### src/rtl/ro_freq_pkg.sv
// Shared types and helpers for the ring-oscillator frequency counter.
// ARM length depends on RO_FREQ_GLITCH_FILTER_EN (filter flush time).
package ro_freq_pkg;

    typedef enum logic [1:0] {
        IDLE,
        ARM,
        MEASURE,
        HOLD
    } ro_state_t;

    localparam int DEF_WIN_W = 16;
    localparam int DEF_CNT_W = 20;

`ifdef RO_FREQ_GLITCH_FILTER_EN
    localparam int ARM_CYCLES = 3;
`else
    localparam int ARM_CYCLES = 1;
`endif

    function automatic logic [31:0] sat_inc(
        input logic [31:0] value,
        input int          width
    );
        logic [31:0] max_v;
        max_v = (width >= 32) ? 32'hFFFF_FFFF
                              : ((32'd1 << width) - 32'd1);
        return (value >= max_v) ? max_v : value + 32'd1;
    endfunction

endpackage

### src/rtl/ro_freq_counter_sync_edge.sv
// OSC_IN synchronizer, optional glitch filter and rising-edge detector.
// Filter is built when RO_FREQ_GLITCH_FILTER_EN is defined.
module ro_sync_edge #(
    parameter int SYNC_STAGES = 2
) (
    input  logic CLK,
    input  logic RST,
    input  logic osc_in,
    output logic edge_pulse
);

    logic [SYNC_STAGES-1:0] sync_q;
    logic                   level;
    logic                   dly_q;
    logic                   edge_q;

    always_ff @(posedge CLK or posedge RST) begin
        if (RST) begin
            sync_q <= '0;
        end else begin
            sync_q <= {sync_q[SYNC_STAGES-2:0], osc_in};
        end
    end

`ifdef RO_FREQ_GLITCH_FILTER_EN
    logic prev_q;
    logic filt_q;

    // Level follows the synchronizer only once two samples agree.
    always_ff @(posedge CLK or posedge RST) begin
        if (RST) begin
            prev_q <= 1'b0;
            filt_q <= 1'b0;
        end else begin
            prev_q <= sync_q[SYNC_STAGES-1];
            if (sync_q[SYNC_STAGES-1] == prev_q) begin
                filt_q <= prev_q;
            end
        end
    end

    assign level = filt_q;
`else
    assign level = sync_q[SYNC_STAGES-1];
`endif

    always_ff @(posedge CLK or posedge RST) begin
        if (RST) begin
            dly_q  <= 1'b0;
            edge_q <= 1'b0;
        end else begin
            dly_q  <= level;
            edge_q <= level & ~dly_q;
        end
    end

    assign edge_pulse = edge_q;

endmodule

### src/rtl/ro_freq_counter.sv
// Ring-oscillator edge counter over a programmable CLK window.
// Optional glitch filter: define RO_FREQ_GLITCH_FILTER_EN.
module ro_freq_counter
    import ro_freq_pkg::*;
#(
    parameter int WIN_W       = DEF_WIN_W,
    parameter int CNT_W       = DEF_CNT_W,
    parameter int SYNC_STAGES = 2
) (
    input  logic             CLK,
    input  logic             RST,
    input  logic             START,
    input  logic [WIN_W-1:0] WIN_CYCLES,
    input  logic             OSC_IN,
    output logic             BUSY,
    output logic             DONE,
    output logic [CNT_W-1:0] COUNT,
    output logic             OVF
);

    localparam logic [CNT_W-1:0] CNT_MAX = '1;

    ro_state_t        state_q;
    ro_state_t        state_d;
    logic [WIN_W-1:0] win_q;
    logic [CNT_W-1:0] edge_cnt_q;
    logic [CNT_W-1:0] edge_cnt_d;
    logic             ovf_acc_q;
    logic             ovf_acc_d;
    logic [1:0]       arm_cnt_q;
    logic [CNT_W-1:0] count_q;
    logic             ovf_q;
    logic             done_q;
    logic             busy_q;
    logic             edge_pulse;
    logic             load;
    logic             count_en;
    logic             finish;
    logic             arm_last;

    ro_sync_edge #(
        .SYNC_STAGES(SYNC_STAGES)
    ) u_sync_edge (
        .CLK       (CLK),
        .RST       (RST),
        .osc_in    (OSC_IN),
        .edge_pulse(edge_pulse)
    );

    always_comb begin
        edge_cnt_d = edge_cnt_q;
        ovf_acc_d  = ovf_acc_q;
        if (edge_pulse) begin
            edge_cnt_d = CNT_W'(sat_inc(32'(edge_cnt_q), CNT_W));
            ovf_acc_d  = ovf_acc_q | (edge_cnt_q == CNT_MAX);
        end
    end

    assign arm_last = (arm_cnt_q == 2'(ARM_CYCLES - 1));

    // done_q blocks a START landing on the DONE cycle.
    always_comb begin
        state_d  = state_q;
        load     = 1'b0;
        count_en = 1'b0;
        finish   = 1'b0;
        unique case (state_q)
            IDLE, HOLD: begin
                if (START && !done_q) begin
                    load    = 1'b1;
                    state_d = ARM;
                end
            end
            ARM: begin
                if (arm_last) begin
                    state_d = MEASURE;
                end
            end
            MEASURE: begin
                count_en = 1'b1;
                if (win_q == WIN_W'(1)) begin
                    finish  = 1'b1;
                    state_d = HOLD;
                end
            end
            default: state_d = IDLE;
        endcase
    end

    always_ff @(posedge CLK or posedge RST) begin
        if (RST) begin
            state_q    <= IDLE;
            win_q      <= '0;
            edge_cnt_q <= '0;
            ovf_acc_q  <= 1'b0;
            arm_cnt_q  <= '0;
        end else begin
            state_q <= state_d;
            if (load) begin
                win_q      <= (WIN_CYCLES == '0) ? WIN_W'(1) : WIN_CYCLES;
                edge_cnt_q <= '0;
                ovf_acc_q  <= 1'b0;
                arm_cnt_q  <= '0;
            end else begin
                if (state_q == ARM) begin
                    arm_cnt_q <= arm_cnt_q + 2'd1;
                end
                if (count_en) begin
                    win_q      <= win_q - WIN_W'(1);
                    edge_cnt_q <= edge_cnt_d;
                    ovf_acc_q  <= ovf_acc_d;
                end
            end
        end
    end

    always_ff @(posedge CLK or posedge RST) begin
        if (RST) begin
            count_q <= '0;
            ovf_q   <= 1'b0;
            done_q  <= 1'b0;
            busy_q  <= 1'b0;
        end else begin
            done_q <= finish;
            if (load) begin
                busy_q <= 1'b1;
            end
            // Final-cycle edge is folded in via edge_cnt_d.
            if (finish) begin
                count_q <= edge_cnt_d;
                ovf_q   <= ovf_acc_d;
                busy_q  <= 1'b0;
            end
        end
    end

    assign BUSY  = busy_q;
    assign DONE  = done_q;
    assign COUNT = count_q;
    assign OVF   = ovf_q;

endmodule
### config.mk
export PLATFORM = sky130hd
export DESIGN_NAME = ro_freq_counter
export DESIGN_NICKNAME = d
export VERILOG_FILES = /design/src/rtl/ro_freq_pkg.sv /design/src/rtl/ro_freq_counter_sync_edge.sv /design/src/rtl/ro_freq_counter.sv
export SDC_FILE = /design/constraint.sdc
export NUM_CORES = 1
export LEC_CHECK = 0
export CORE_UTILIZATION = 58
export CTS_CLUSTER_DIAMETER = 60
export DETAILED_ROUTE_END_ITERATION = 8
export PLACE_DENSITY = 0.88
export SLEW_MARGIN = 10
export SYNTH_ARGS = -nofsm -noshare
export SYNTH_HDL_FRONTEND = slang
export SYNTH_SLANG_ARGS = --single-unit
### constraint.sdc
create_clock -name CLK -period 3.7 [get_ports CLK]
set_input_delay 0.555 -clock CLK [delete_from_list [all_inputs] [get_ports CLK]]
set_output_delay 0.555 -clock CLK [all_outputs]
set_load 0.05 [all_outputs]
* Yosys cells after proc, flatten, opt, wreduce, memory -nomap -nowiden *
Index checks and enable logic that the tools add are counted.

word-level totals
  bits in registers = 68
  latch bits = 0
  bits in writable memories = 0
  ROM bits = 0
  bits of input ports = 20
  memories kept = 0

cells by class
  add/sub/neg operators = 3
  multiply operators = 0
  div/mod/pow operators = 0
  magnitude comparators = 1
  equality and inequality tests = 8
  shifts and indexed selects = 0
  muxes and demuxes = 23
  bitwise logic cells = 3
  reductions and logical operators = 10

operators with widths
  cell                                                  number
  2-to-1 mux 20 bit                                     4
  2-to-1 mux 16 bit                                     3
  adder 20 x 1 -> 20 bit, second input constant         1
  equality test 20 bit, second input constant           1
  >= comparator 20 bit, second input constant           1
  equality test 16 x 1 -> 1 bit, second input constant  1
  zero test 16 bit                                      1
  subtractor 16 x 1 -> 16 bit, second input constant    1
  2-to-1 mux 1 bit                                      10
  2-to-1 mux 2 bit                                      5
  != test 2 bit, second input constant                  3
  case mux 2 bit (3 select lines)                       1
  nonzero test 2 bit                                    3
  equality test 2 bit, second input constant            2
  zero test 2 bit                                       2
  AND reduction 3 bit                                   1
  adder 2 x 1 -> 2 bit, second input constant           1
  equality test 2 x 1 -> 1 bit, second input constant   1
  OR reduction 2 bit                                    1
  AND 1 bit                                             1
  logical AND 1 bit                                     1
  zero test 1 bit                                       1
  inverter 1 bit                                        1
  OR 1 bit                                              1

* Longest topological paths before layout *
Gate-level depths: netlist (run 1).

  depth in word-level cells = 6
  depth in mapped cells = 10
  mapped depth without buffers = 8

* Cells and area by module *
A second synthesis (run 1) with hierarchy kept.

unflattened totals
  cell total of the unflattened synthesis = 374
  area total of the unflattened synthesis = 3618.5 sq um

by module, submodules not included
  module           times used  cells an instance  area an instance (sq um)
  ro_freq_counter  1           368                3500.9
  ro_sync_edge     1           6                  117.6

* Worst setup path after synthesis (run 1) *
Ideal clock, no wire load.

  kind = register to register
  start = reg edge_cnt_q[0]
  end = reg edge_cnt_q[9]
  setup time = 65 ps
  data arrival time = 1793 ps
  required time = 3635 ps
  slack = 1842 ps
  cell stages (with the launch flop) = 8
  path buffers = 1
  path through = dfrtp_1 > ha_1 > nand3_1 > or3_1 > buf_2 > or2_1 > a21oi_1 > o221a_2

between the ends
  longest elaborated chain between the ends = 5
  elaborated cells between the ends (all ways) = 6
  those cells by class = add/sub (1); order compare (1); mux (4)

ends and longest elaborated chain
  element                                                         line                    text
  from (decl)                                                     ro_freq_counter.sv:26   logic [CNT_W-1:0] edge_cnt_q;
  from (signal assigned)                                          ro_freq_counter.sv:110  edge_cnt_q <= edge_cnt_d;
  adder 20 x 1 -> 20 bit or >= comparator 20 bit (tied branches)  ro_freq_pkg.sv:28       return (value >= max_v) ? max_v : value + 32'd1;
  2-to-1 mux 20 bit (*)                                           ro_freq_pkg.sv:28
  2-to-1 mux 20 bit (*)                                           ro_freq_counter.sv:53   if (edge_pulse) begin
  2-to-1 mux 20 bit (*)                                           ro_freq_counter.sv:108  if (count_en) begin
  2-to-1 mux 20 bit (*)                                           ro_freq_counter.sv:99   if (load) begin

Every way passes the cells marked *; elsewhere a longest branch is shown, timed or not. The select of a mux whose other input is x is not followed.
A chain may end at the register's enable or synchronous reset.

* Worst setup path after layout (run 1) *
  start = reg state_q[0]
  end = reg count_q[4] (netlist: COUNT[4])

between the ends
  longest elaborated chain between the ends = 2

ends and longest elaborated chain
  element                 line                    text
  from (decl)             ro_freq_counter.sv:23   ro_state_t state_q;
  from (signal assigned)  ro_freq_counter.sv:98   state_q <= state_d;
  equality test 2 bit     ro_freq_counter.sv:67   unique case (state_q)
  2-to-1 mux 1 bit        ro_freq_counter.sv:67
  to (signal assigned)    ro_freq_counter.sv:130  count_q <= edge_cnt_d;
  to (decl)               ro_freq_counter.sv:31   logic [CNT_W-1:0] count_q;

Every way passes these cells.

==> summary.md, run 1 <==
The run finished with clean final reports. Type of the worst setup path: reg -> reg. The tools report the initial cell density of the core as 0.612.

The worst hold path begins at u_sync_edge.sync_q[0]. Compared with the post-synthesis result, the final layout area differs by 17.4%. Walking the worst path, the cells encountered are inv_1 -> ha_1 -> buf_4 -> nand2_1 -> or2_2 -> inv_1 -> nor2_1 -> a21oi_1. The last weighted congestion value of the routability-driven placer came out at 0.836.

The run gives 8.24 mm as the final wirelength. The tools report the leakage component of the power as 1.70 nW. The tools report the total half-perimeter wirelength after legalization and detailed placement as 5.57 mm.

The run gives 28 as the standard-cell row count. In this run the cell area of the synthesized design comes to 3660 µm². Buffers placed on the I/O ports in this run total 42. The worst max-slew margin expressed relative to the limit is 0.274. The pre-antenna-repair detailed-routing pass consisted of 4 iterations. 0 antenna diodes ended up in the layout. The clock root buffer is clkbuf_8. The area share of the largest cell type after synthesis was 0.464; the routed wire length per instance was 16.4 µm. Most numerous cell in the Yosys netlist: dfrtp_1. The worst register-to-register path begins at state_q[0]. Ratio of cells with drive above 1 in the final layout: 0.0864. The number of resized instances in the post-cts repair step is 0. The stage delay of the slowest cell on the critical path works out to 0.56 ns. By area the synthesized netlist is led by dfrtp_1 46%, a21oi_1 5.1%, xnor2_1 4.5%, nor2_1 4.1%, nand2_1 3.4%.

The number of synthesized register bits was 68. The met3 layer wire length in the routed design came out at 479 µm. STA classifies the critical path endpoint as a flop.

On the final layout, the worst clock skew is 0.00756 ns. For the residual antenna-violating net count after detailed routing, the log shows 0. The worst setup path is launched from a flop. The final-stage net count came out at 450.

Clock-pin slew was measured on the worst setup and hold paths at 0.07 ns. STA puts the critical path data arrival time at 2.67 ns. For this design the ratio of total power to cell area is 393 nW/µm².

After layout, the worst setup slack is 1.30 ns. The die covers 6640 µm². No sink is reached through more buffers than the 2 on the longest clock path. The share of the cycle needed by the critical path after routing was 0.650; the highest fanout seen on the critical path was 32. The path class of the lowest-slack min-delay path is reg -> reg. The total count of max-transition violations in the final report came out at 0.

The total negative slack for setup checks was 0 ns. The run gives 0 as the total of endpoints with negative setup slack in the final report. The detailed router used layers up to and including met4. The tools report the start point of the critical path as state_q[0]. The routed layout has 3016 vias. The clock drives 68 sinks.

The logs give 3 for the number of H-tree levels and 0 for the count of yosys warnings during synthesis. The share of the core filled with cells is 0.718, and the synthesized area per cell is 9.54 µm². The synthesized design contains 0 enable-type register cells.

Setup repair after global routing left no endpoint under its margin. The run gives 2874 as the number of global-route vias before repair. The hold-fix buffer count after cts is 0, and the post-place setup slack is 1.07 ns.

The die boundary width is 81.5 µm, and the global-route wire length before repair is 14.2 mm. Per-cell via count in the routed design: 6.00. The number of antenna violations at the first check in global routing was 0. Static timing analysis puts the maximum clock frequency at 0.416 GHz. The critical path data required time was 3.97 ns. Entering global routing, the biggest net connects 40 pins. The routed length on met1 came out at 3.81 mm. The run gives 5990 µm² as the area of the core region. The worst-margin pin slew came out at 1.09 ns.

The slowest stage of the critical path belongs to the cell inv_1. The tools report the total power as 1.69 mW. The run gives 0.464 as the sequential fraction of the synthesis area.

The post-layout minimum cycle time was 2.40 ns; the number of setup buffers added after CTS was 0. After the first detailed-routing iteration, the DRC count stood at 276. The peak supply drop came out at 377 µV. The number of failing hold endpoints at the final stage is 0, and the overall die height is 81.5 µm. Sorting the synthesized cells by how often they occur yields 68 x dfrtp_1, 40 x nor2_1, 37 x a21oi_1. The cell count after synthesis came out at 384. The number of nets handed over by synthesis was 411.

The combined global-route utilization of all metal layers came out at 0.289. TritonCTS built the clock tree. Async set or reset register ratio after synthesis: 1.00.

After detailed routing, the met2 layer carries 3.82 mm of wire. The most area-hungry cell type in the Yosys netlist was dfrtp_1. Yosys mapped the design onto 56 distinct sky130hd cell types. The clock latency of the later-clocked register in the worst-skew pair is 0.35 ns, and the boundary pin count is 43.

In the routed design, unresolved DRC markers number 0. The cell that appears most often on the critical path is inv_1. The commonest register cell after synthesis was dfrtp_1. The number of max-cap violations came out at 0. For this run the aggregate overflow at the end of global routing stands at 0. Buffers inserted during clock tree synthesis total 9.
-- path summary, 6_finish.rpt --
kind	endpoint	slack, ns	cells past startpoint
max in group asynchronous	COUNT[8]	2.20	3
min reg2reg	u_sync_edge.sync_q[1]	0.37	0
min in group asynchronous	state_q[0]	0.68	2
max	COUNT[4]	1.30	8
min	u_sync_edge.sync_q[1]	0.37	0
max reg2reg	COUNT[4]	1.30	8
-- cell type report --
class,count,area (µm²)
clock buffer,15,176
clock inverter,1,5.00
fill,432,1690
inverter,14,52.6
multi-input combinational,283,1810
sequential,68,1700
tap,75,93.8
timing repair buffer,47,458
-- routing by layer --
metal,GRT usage,vias to the layer above
li1,-,1455
met1,0.409,1442
met2,0.433,107
met3,0.0667,12
met4,0.104,0
met5,0,-
-- power breakdown --
group	internal, mW	switching (mW)	leakage [nW]
sequential	0.792	0.0895	0.806
clock	0.298	0.270	0.0937
combinational	0.111	0.130	0.797
total	1.20	0.489	1.70
-- logic make-up after synthesis --
group           Yosys count  share of synthesized area
flops                    68                      0.464
compound gates           81                      0.136
mux                       7                     0.0191
simple gates            158                      0.244
buf+inv                  33                     0.0406
fa+ha+maj                 7                     0.0239
xor+xnor                 30                     0.0717
-- per-stage QoR --
| stage | hold slack (ns) | cells | cell area [µm²] |
|---|---|---|---|
| after floorplan | 0.331 | 384 | 3660 |
| after global placement | 0.341 | 487 | 4120 |
| after detailed placement | 0.350 | 487 | 4120 |
| after CTS | 0.372 | 503 | 4300 |
| after global routing | 0.374 | 503 | 4300 |
| final | 0.373 | 503 | 4300 |
-- state kept, by name, indices dropped and copies added, names as in the netlist, 2 cells and up --
signal              flops
COUNT                  20
arm_cnt_q               2
edge_cnt_q             20
state_q                 2
u_sync_edge.sync_q      2
win_q                  16
-- worst max-delay path: cells and delay by family, from the launching register on --
family,cells,cell delay (ns)
fa+ha+maj,1,0.15
flops,1,0.41
simple gates,3,0.61
compound gates,1,0.16
buf+inv,3,0.99
-- layout by cell type, fill, tap and decap left out, types with 3 or more instances in the layout --
cell	Yosys	final
dfrtp_1	68	68
clkdlybuf4s50_1	0	42
nor2_1	40	40
a21oi_1	37	37
nand2_1	33	33
xnor2_1	19	19
o21ai_0	19	19
nor3_1	18	18
inv_1	13	12
clkbuf_8	0	12
nand3_1	11	11
xor2_1	11	11
a311oi_1	8	8
nand4_1	7	7
mux2i_1	7	7
nor4_1	7	7
ha_1	7	7
and3_1	6	6
and4_1	5	5
buf_4	2	5
nand2b_1	3	3
nor4_4	3	3
or4_1	3	3
clkbuf_1	7	3
No activity file was read; power rests on OpenSTA's default activity.
==> inputs of run 2 (changes only) <==
CORE_UTILIZATION = 56   (was 58)
PLACE_DENSITY = 0.86   (was 0.88)
clock period = 2.3 ns   (was 3.7 ns; I/O delays follow)
==> run 2 against run 1 <==
- fmax up 13%
- sequential share of layout area down 0.88 points
- via count grew 2.2%
- largest cell class unchanged
==> summary.md, run 2 (synthesis gave the netlist of run 1 again) <==
The flow ran to the end, and the final reports show no timing, DRC or antenna violations. The tools report the final-stage net count as 458 (was 450). The logs give 0.34 ns (was 0.35 ns) for the clock latency of the later-clocked register in the worst-skew pair and 0 (unchanged) for the total of endpoints with negative setup slack in the final report. The launch point of the worst hold path is u_sync_edge.sync_q[0] (unchanged).

The last weighted congestion value of the routability-driven placer was 0.850 (was 0.836); the largest net degree at the start of global routing was 33 (was 40). Uppermost layer routed: met4 (unchanged). Post-layout minimum cycle time: 2.13 ns (was 2.40 ns). Setup repair after global routing left no endpoint under its margin. The count of routing violations after the opening detailed-route iteration is 211 (was 276).

Number of port buffers: 42 (unchanged). The run gives 0 (unchanged) as the number of setup buffers added after CTS. The synthesis-to-finish area growth was 20.0% (was 17.4%). The path class of the lowest-slack min-delay path is reg -> reg (unchanged). For the critical path data required time, the log shows 2.53 ns (was 3.97 ns). The share of the cycle needed by the critical path after routing was 0.924 (was 0.650). The overall die height came out at 82.9 µm (was 81.5 µm).

The run gives 0 (unchanged) as the number of failing hold endpoints at the final stage. The tools report the endpoint class of the critical path as a flop (unchanged). Boundary pin count: 43 (unchanged). The tools report the clock root buffer as clkbuf_8 (unchanged). For the initial cell density of the core, the log shows 0.577 (was 0.612). Hold-fix buffer count after cts: 0 (unchanged). The type of the worst setup path is reg -> reg (unchanged).

The minimum setup slack in the final design was 0.174 ns (was 1.30 ns); the wire length on met2 was 4.03 mm (was 3.82 mm). Routed length on met1: 3.71 mm (was 3.81 mm). The run gives 1820 µm² (was 1810 µm²) as the multi-input logic area. The area of the core region came out at 6350 µm² (was 5990 µm²). The most common library cell in the layout ignoring fill and taps was dfrtp_1 (unchanged).

The run gives 29 (was 28) as the standard-cell row count. The die boundary width was 82.9 µm (was 81.5 µm); the maximum root-to-sink buffer count was 2 (unchanged). The antenna diode instance count was 0 (unchanged). Kind of start point of the critical path: a flop (unchanged). The tools report the worst max-slew margin expressed relative to the limit as 0.609 (was 0.274).

Count of filler cells inserted in the layout: 476 (was 432). The total number of vias was 3082 (was 3016). Combined global-route utilization of all metal layers: 0.254 (was 0.289). The number of antenna violations at the first check in global routing was 0 (unchanged); the per-cell via count in the routed design was 6.02 (was 6.00).

The logic depth of the worst register-to-register path came out at 7 (was 8). The run gives 0 ns (unchanged) as the total negative slack for setup checks. The arrival time at the worst endpoint was 2.35 ns (was 2.67 ns); the peak supply drop was 459 µV (was 377 µV). The reg2reg setup slack was 0.17 ns (was 1.30 ns).

For the total half-perimeter wirelength after legalization and detailed placement, the log shows 5.95 mm (was 5.57 mm). For the die area, the log shows 6870 µm² (was 6640 µm²). The highest fanout seen on the critical path works out to 9 (was 32).

For the number of max-cap violations, the log shows 0 (unchanged). The detailed-route DRC error count came out at 0 (unchanged). Clock-pin slew of the registers on the worst-case setup and hold paths: 0.07 ns (about the same).

The share of the core filled with cells was 0.693 (was 0.718). The clock skew is 0.00649 ns (was 0.00756 ns). The post-place setup slack is 0.111 ns (was 1.07 ns), and the number of buffers added by the clock tree synthesis step is 9 (unchanged). The final wirelength is 8.31 mm (was 8.24 mm), and the power density relative to cell area is 611 nW/µm² (was 393 nW/µm²). Commonest cells after routing, fill and taps aside: 68 x dfrtp_1, 42 x clkdlybuf4s50_1, 40 x nor2_1 (unchanged). The number of H-tree levels is 3 (unchanged). TritonCTS built the clock tree. The routed wire length per instance is 16.2 µm (was 16.4 µm), and the number of cells on the worst hold path is 0 (unchanged). For the number of optimization iterations in the first detailed-route pass, the log shows 5 (was 4).

The destination of the worst hold path was u_sync_edge.sync_q[1] (unchanged). The global-route wire length before repair is 13.9 mm (was 14.2 mm). Met3 layer wire length in the routed design: 390 µm (was 479 µm).

For the number of global-route vias before repair, the log shows 2972 (was 2874). Worst reg2reg path startpoint: state_q[0] (unchanged). The worst-margin pin slew was 0.585 ns (was 1.09 ns).

The ratio of cells with drive above 1 in the final layout is 0.108 (was 0.0864), and the residual antenna-violating net count after detailed routing is 0 (unchanged). Total count of max-transition violations in the final report: 0 (unchanged). Remaining global-route overflow: 0 (unchanged). For the fmax, the log shows 0.470 GHz (was 0.416 GHz).

The logs give 68 (unchanged) for the total clock sinks and 1700 µm² (unchanged) for the area taken by flip-flops and latches. The leakage component of the power is 1.75 nW (was 1.70 nW). The tools report the endpoint of the worst register-to-register path as edge_cnt_q[8] (was COUNT[4]).
## run 2: cell types whose count changed in the layout (fill, tap and decap cells not counted), sizes merged
cell	delta
clkinv	+1
clkbuf	-2
buf	+8
## run 2: worst max path at each step
| stage | startpoint | end | slack (ns) | cells after the start |
|---|---|---|---|---|
| final | state_q[0] | edge_cnt_q[8] | 0.17 | 7 |
| after global routing | win_q[1] | COUNT[1] | 0.02 | 7 |
| after CTS | edge_cnt_q[0] | edge_cnt_q[3] | 0.09 | 6 |
| after detailed placement | edge_cnt_q[0] | edge_cnt_q[3] | 0.11 | 6 |
| after global placement | edge_cnt_q[0] | edge_cnt_q[5] | 0.18 | 6 |
| after floorplan | RST | BUSY | 0.24 | 1 |
## run 2: area by class of cell
type,instances,share of cell area
timing repair buffer,55,0.126
tap,77,0.0219
inverter,14,0.0119
multi-input combinational,283,0.415
clock inverter,2,0.00228
clock buffer,13,0.0361
sequential,68,0.387
## run 2: per-stage QoR
stage	total power, mW	cells	area (µm²)	hold slack (ns)
finish	2.69	512	4400	0.347
global route	2.81	512	4400	0.367
CTS	2.69	512	4390	0.349
detailed placement	1.83	497	4220	0.340
global placement	1.80	497	4220	0.336
floorplan	1.70	384	3660	0.331
## run 2: layer usage
metal | global-route usage | up-vias
li1 | - | 1472
met1 | 0.342 | 1502
met2 | 0.411 | 90
met3 | 0.0408 | 18
met4 | 0.108 | 0
met5 | 0 | -
## run 2: worst max-delay path, cell delays in order (launching register included)
cell and delay [ns]:
dfrtp_1 0.40, inv_1 0.08, ha_1 0.40, clkinv_1 0.40, nor4_1 0.45, nand3_1 0.13, o21ai_0 0.10, nor2_1 0.06
## run 2: timing repair
action                                 4_1_cts  5_1_grt
endpoints found under the hold margin        0        0
setup endpoints to repair                    0       12
gates resized for setup                      0        2
## run 2: power by group
group          switching, mW  internal [mW]
Sequential             0.146           1.27
Combinational          0.219          0.184
Clock                  0.424          0.442
Total                  0.789           1.90
==> inputs of run 3 (changes only) <==
MAX_ROUTING_LAYER = met4   (was unset)
==> run 3 against run 2 <==
- sequential cell count is the same
- critical path depth is the same
- first-iteration DRC count grew 4.3%
- wire length is essentially flat
- utilization is the same
- sequential share of layout area is the same
- highest routed layer unchanged
- count of clock-buffer cells in the layout is the same
==> summary.md, run 3 (synthesis gave the netlist of run 1 again) <==
The highest fanout seen on the critical path was 9 (unchanged); the total instance count after detailed placement was 497 (unchanged). The minimum setup slack in the final design is 0.218 ns (was 0.174 ns), and the area of the core region is 6350 µm² (unchanged). The largest net degree at the start of global routing was 33 (unchanged); the number of optimization iterations in the first detailed-route pass was 5 (unchanged). The peak supply drop was 457 µV (was 459 µV); the total negative slack for setup checks was 0 ns (unchanged). The clock latency of the later-clocked register in the worst-skew pair was 0.34 ns (about the same); the routed wire length per instance was 16.2 µm (about the same).

The number of failing hold endpoints at the final stage came out at 0 (unchanged). The type of the worst setup path is reg -> reg (unchanged). The clock-pin slew of the registers on the worst-case setup and hold paths was 0.07 ns (about the same).

The total clock sinks is 68 (unchanged), and the number of buffers added by the clock tree synthesis step is 9 (unchanged). The run gives 0 (unchanged) as the total of endpoints with negative setup slack in the final report. For the initial cell density of the core, the log shows 0.577 (unchanged).

The logs give 0 (unchanged) for the antenna diode instance count and 0.111 ns (unchanged) for the post-place setup slack. The final-stage net count was 458 (unchanged). The flow ran to the end, and the final reports show no timing, DRC or antenna violations. The detailed-route DRC error count came out at 0 (unchanged).

Count of routing violations after the opening detailed-route iteration: 220 (was 211). The tools report the worst reg2reg path startpoint as state_q[0] (unchanged). The hold-fix buffer count after cts came out at 0 (unchanged). Total count of max-transition violations in the final report: 0 (unchanged). The number of resized instances in the post-cts repair step was 0 (unchanged). Commonest cells after routing, fill and taps aside: 68 x dfrtp_1, 42 x clkdlybuf4s50_1, 40 x nor2_1 (unchanged). The run gives 2981 (was 2972) as the number of global-route vias before repair. The tools report the clock root buffer as clkbuf_8 (unchanged). Setup repair after global routing left no endpoint under its margin.

The standard-cell row count was 29 (unchanged); the share of the cycle needed by the critical path after routing was 0.905 (was 0.924). Worst-margin pin slew: 0.585 ns (about the same). The number of H-tree levels was 3 (unchanged). The final wirelength is 8.31 mm (about the same).

The overall die height works out to 82.9 µm (unchanged). Endpoint class of the critical path: a flop (unchanged). The number of port buffers was 42 (unchanged); the synthesis-to-finish area growth was 20.0% (unchanged). Boundary pin count: 43 (unchanged).

The power density relative to cell area came out at 611 nW/µm² (about the same). TritonCTS built the clock tree. The share of the core filled with cells was 0.693 (unchanged). The logs give 0.863 (was 0.850) for the last weighted congestion value of the routability-driven placer and 0.610 (was 0.609) for the worst max-slew margin expressed relative to the limit.

Residual antenna-violating net count after detailed routing: 0 (unchanged). The number of max-cap violations came out at 0 (unchanged). The post-layout minimum cycle time is 2.08 ns (was 2.13 ns), and the per-cell via count in the routed design is 6.07 (was 6.02). Die boundary width: 82.9 µm (unchanged).

The ratio of cells with drive above 1 in the final layout came out at 0.108 (unchanged). For the fmax, the log shows 0.480 GHz (was 0.470 GHz). The tools report the number of antenna violations at the first check in global routing as 0 (unchanged).

The remaining global-route overflow was 0 (unchanged). The most common library cell in the layout ignoring fill and taps is dfrtp_1 (unchanged). The logs give 512 (unchanged) for the final cell count without fillers and 0.00597 ns (was 0.00649 ns) for the clock skew. The run gives 0 (unchanged) as the number of setup buffers added after CTS.

For the total number of vias, the log shows 3108 (was 3082). The critical path data required time is 2.53 ns (about the same), and the arrival time at the worst endpoint is 2.31 ns (was 2.35 ns). The maximum root-to-sink buffer count was 2 (unchanged). The path class of the lowest-slack min-delay path was reg -> reg (unchanged). The global-route wire length before repair is 14.0 mm (was 13.9 mm). The start point of the critical path was state_q[0] (unchanged).

The standard cell area after detailed placement came out at 4220 µm² (unchanged). The run gives 0.261 (was 0.254) as the combined global-route utilization of all metal layers. The total half-perimeter wirelength after legalization and detailed placement is 5.95 mm (unchanged). Post-route worst hold slack: 0.347 ns (about the same).

The tools report the launch point of the worst hold path as u_sync_edge.sync_q[0] (unchanged). For the leakage component of the power, the log shows 1.75 nW (unchanged). The design area was 4400 µm² (unchanged). The kind of start point of the critical path is a flop (unchanged). The die area was 6870 µm² (unchanged). The tools report the total power as 2.69 mW (about the same).
[run 3: layout make-up]
cell class,instances,area (µm²)
fillers,476,1950
well taps,77,96.3
clock inverters,2,10.0
flip-flops and latches,68,1700
inverters,14,52.6
multi-input cells,283,1820
repair buffers,55,556
clock buffers,13,159
[run 3: worst paths after layout]
check / endpoint / slack (ns) / cells after the start
max: edge_cnt_q[8] / 0.22 / 7
max reg2reg: edge_cnt_q[8] / 0.22 / 7
min: u_sync_edge.sync_q[1] / 0.35 / 0
min reg2reg: u_sync_edge.sync_q[1] / 0.35 / 0
min in group asynchronous: COUNT[16] / 0.39 / 2
max in group asynchronous: u_sync_edge.sync_q[0] / 1.38 / 3
[run 3: power breakdown]
group	leakage, nW	internal [mW]	switching, mW
Sequential	0.806	1.27	0.143
Clock	0.0893	0.442	0.425
Combinational	0.854	0.184	0.219
[run 3: critical path, cell delays in order (launching register included)]
cell      delay [ns]
dfrtp_1         0.40
inv_1           0.08
ha_1            0.39
clkinv_1        0.39
nor4_1          0.43
nand3_1         0.12
o21ai_0         0.09
nor2_1          0.06
[run 3: per-layer routing]
layer,global-route usage,routed length [µm],share of wire
met5,-,0,0
met4,0.108,185,0.022
met3,0.0408,376,0.045
met2,0.411,4060,0.49
met1,0.340,3680,0.44
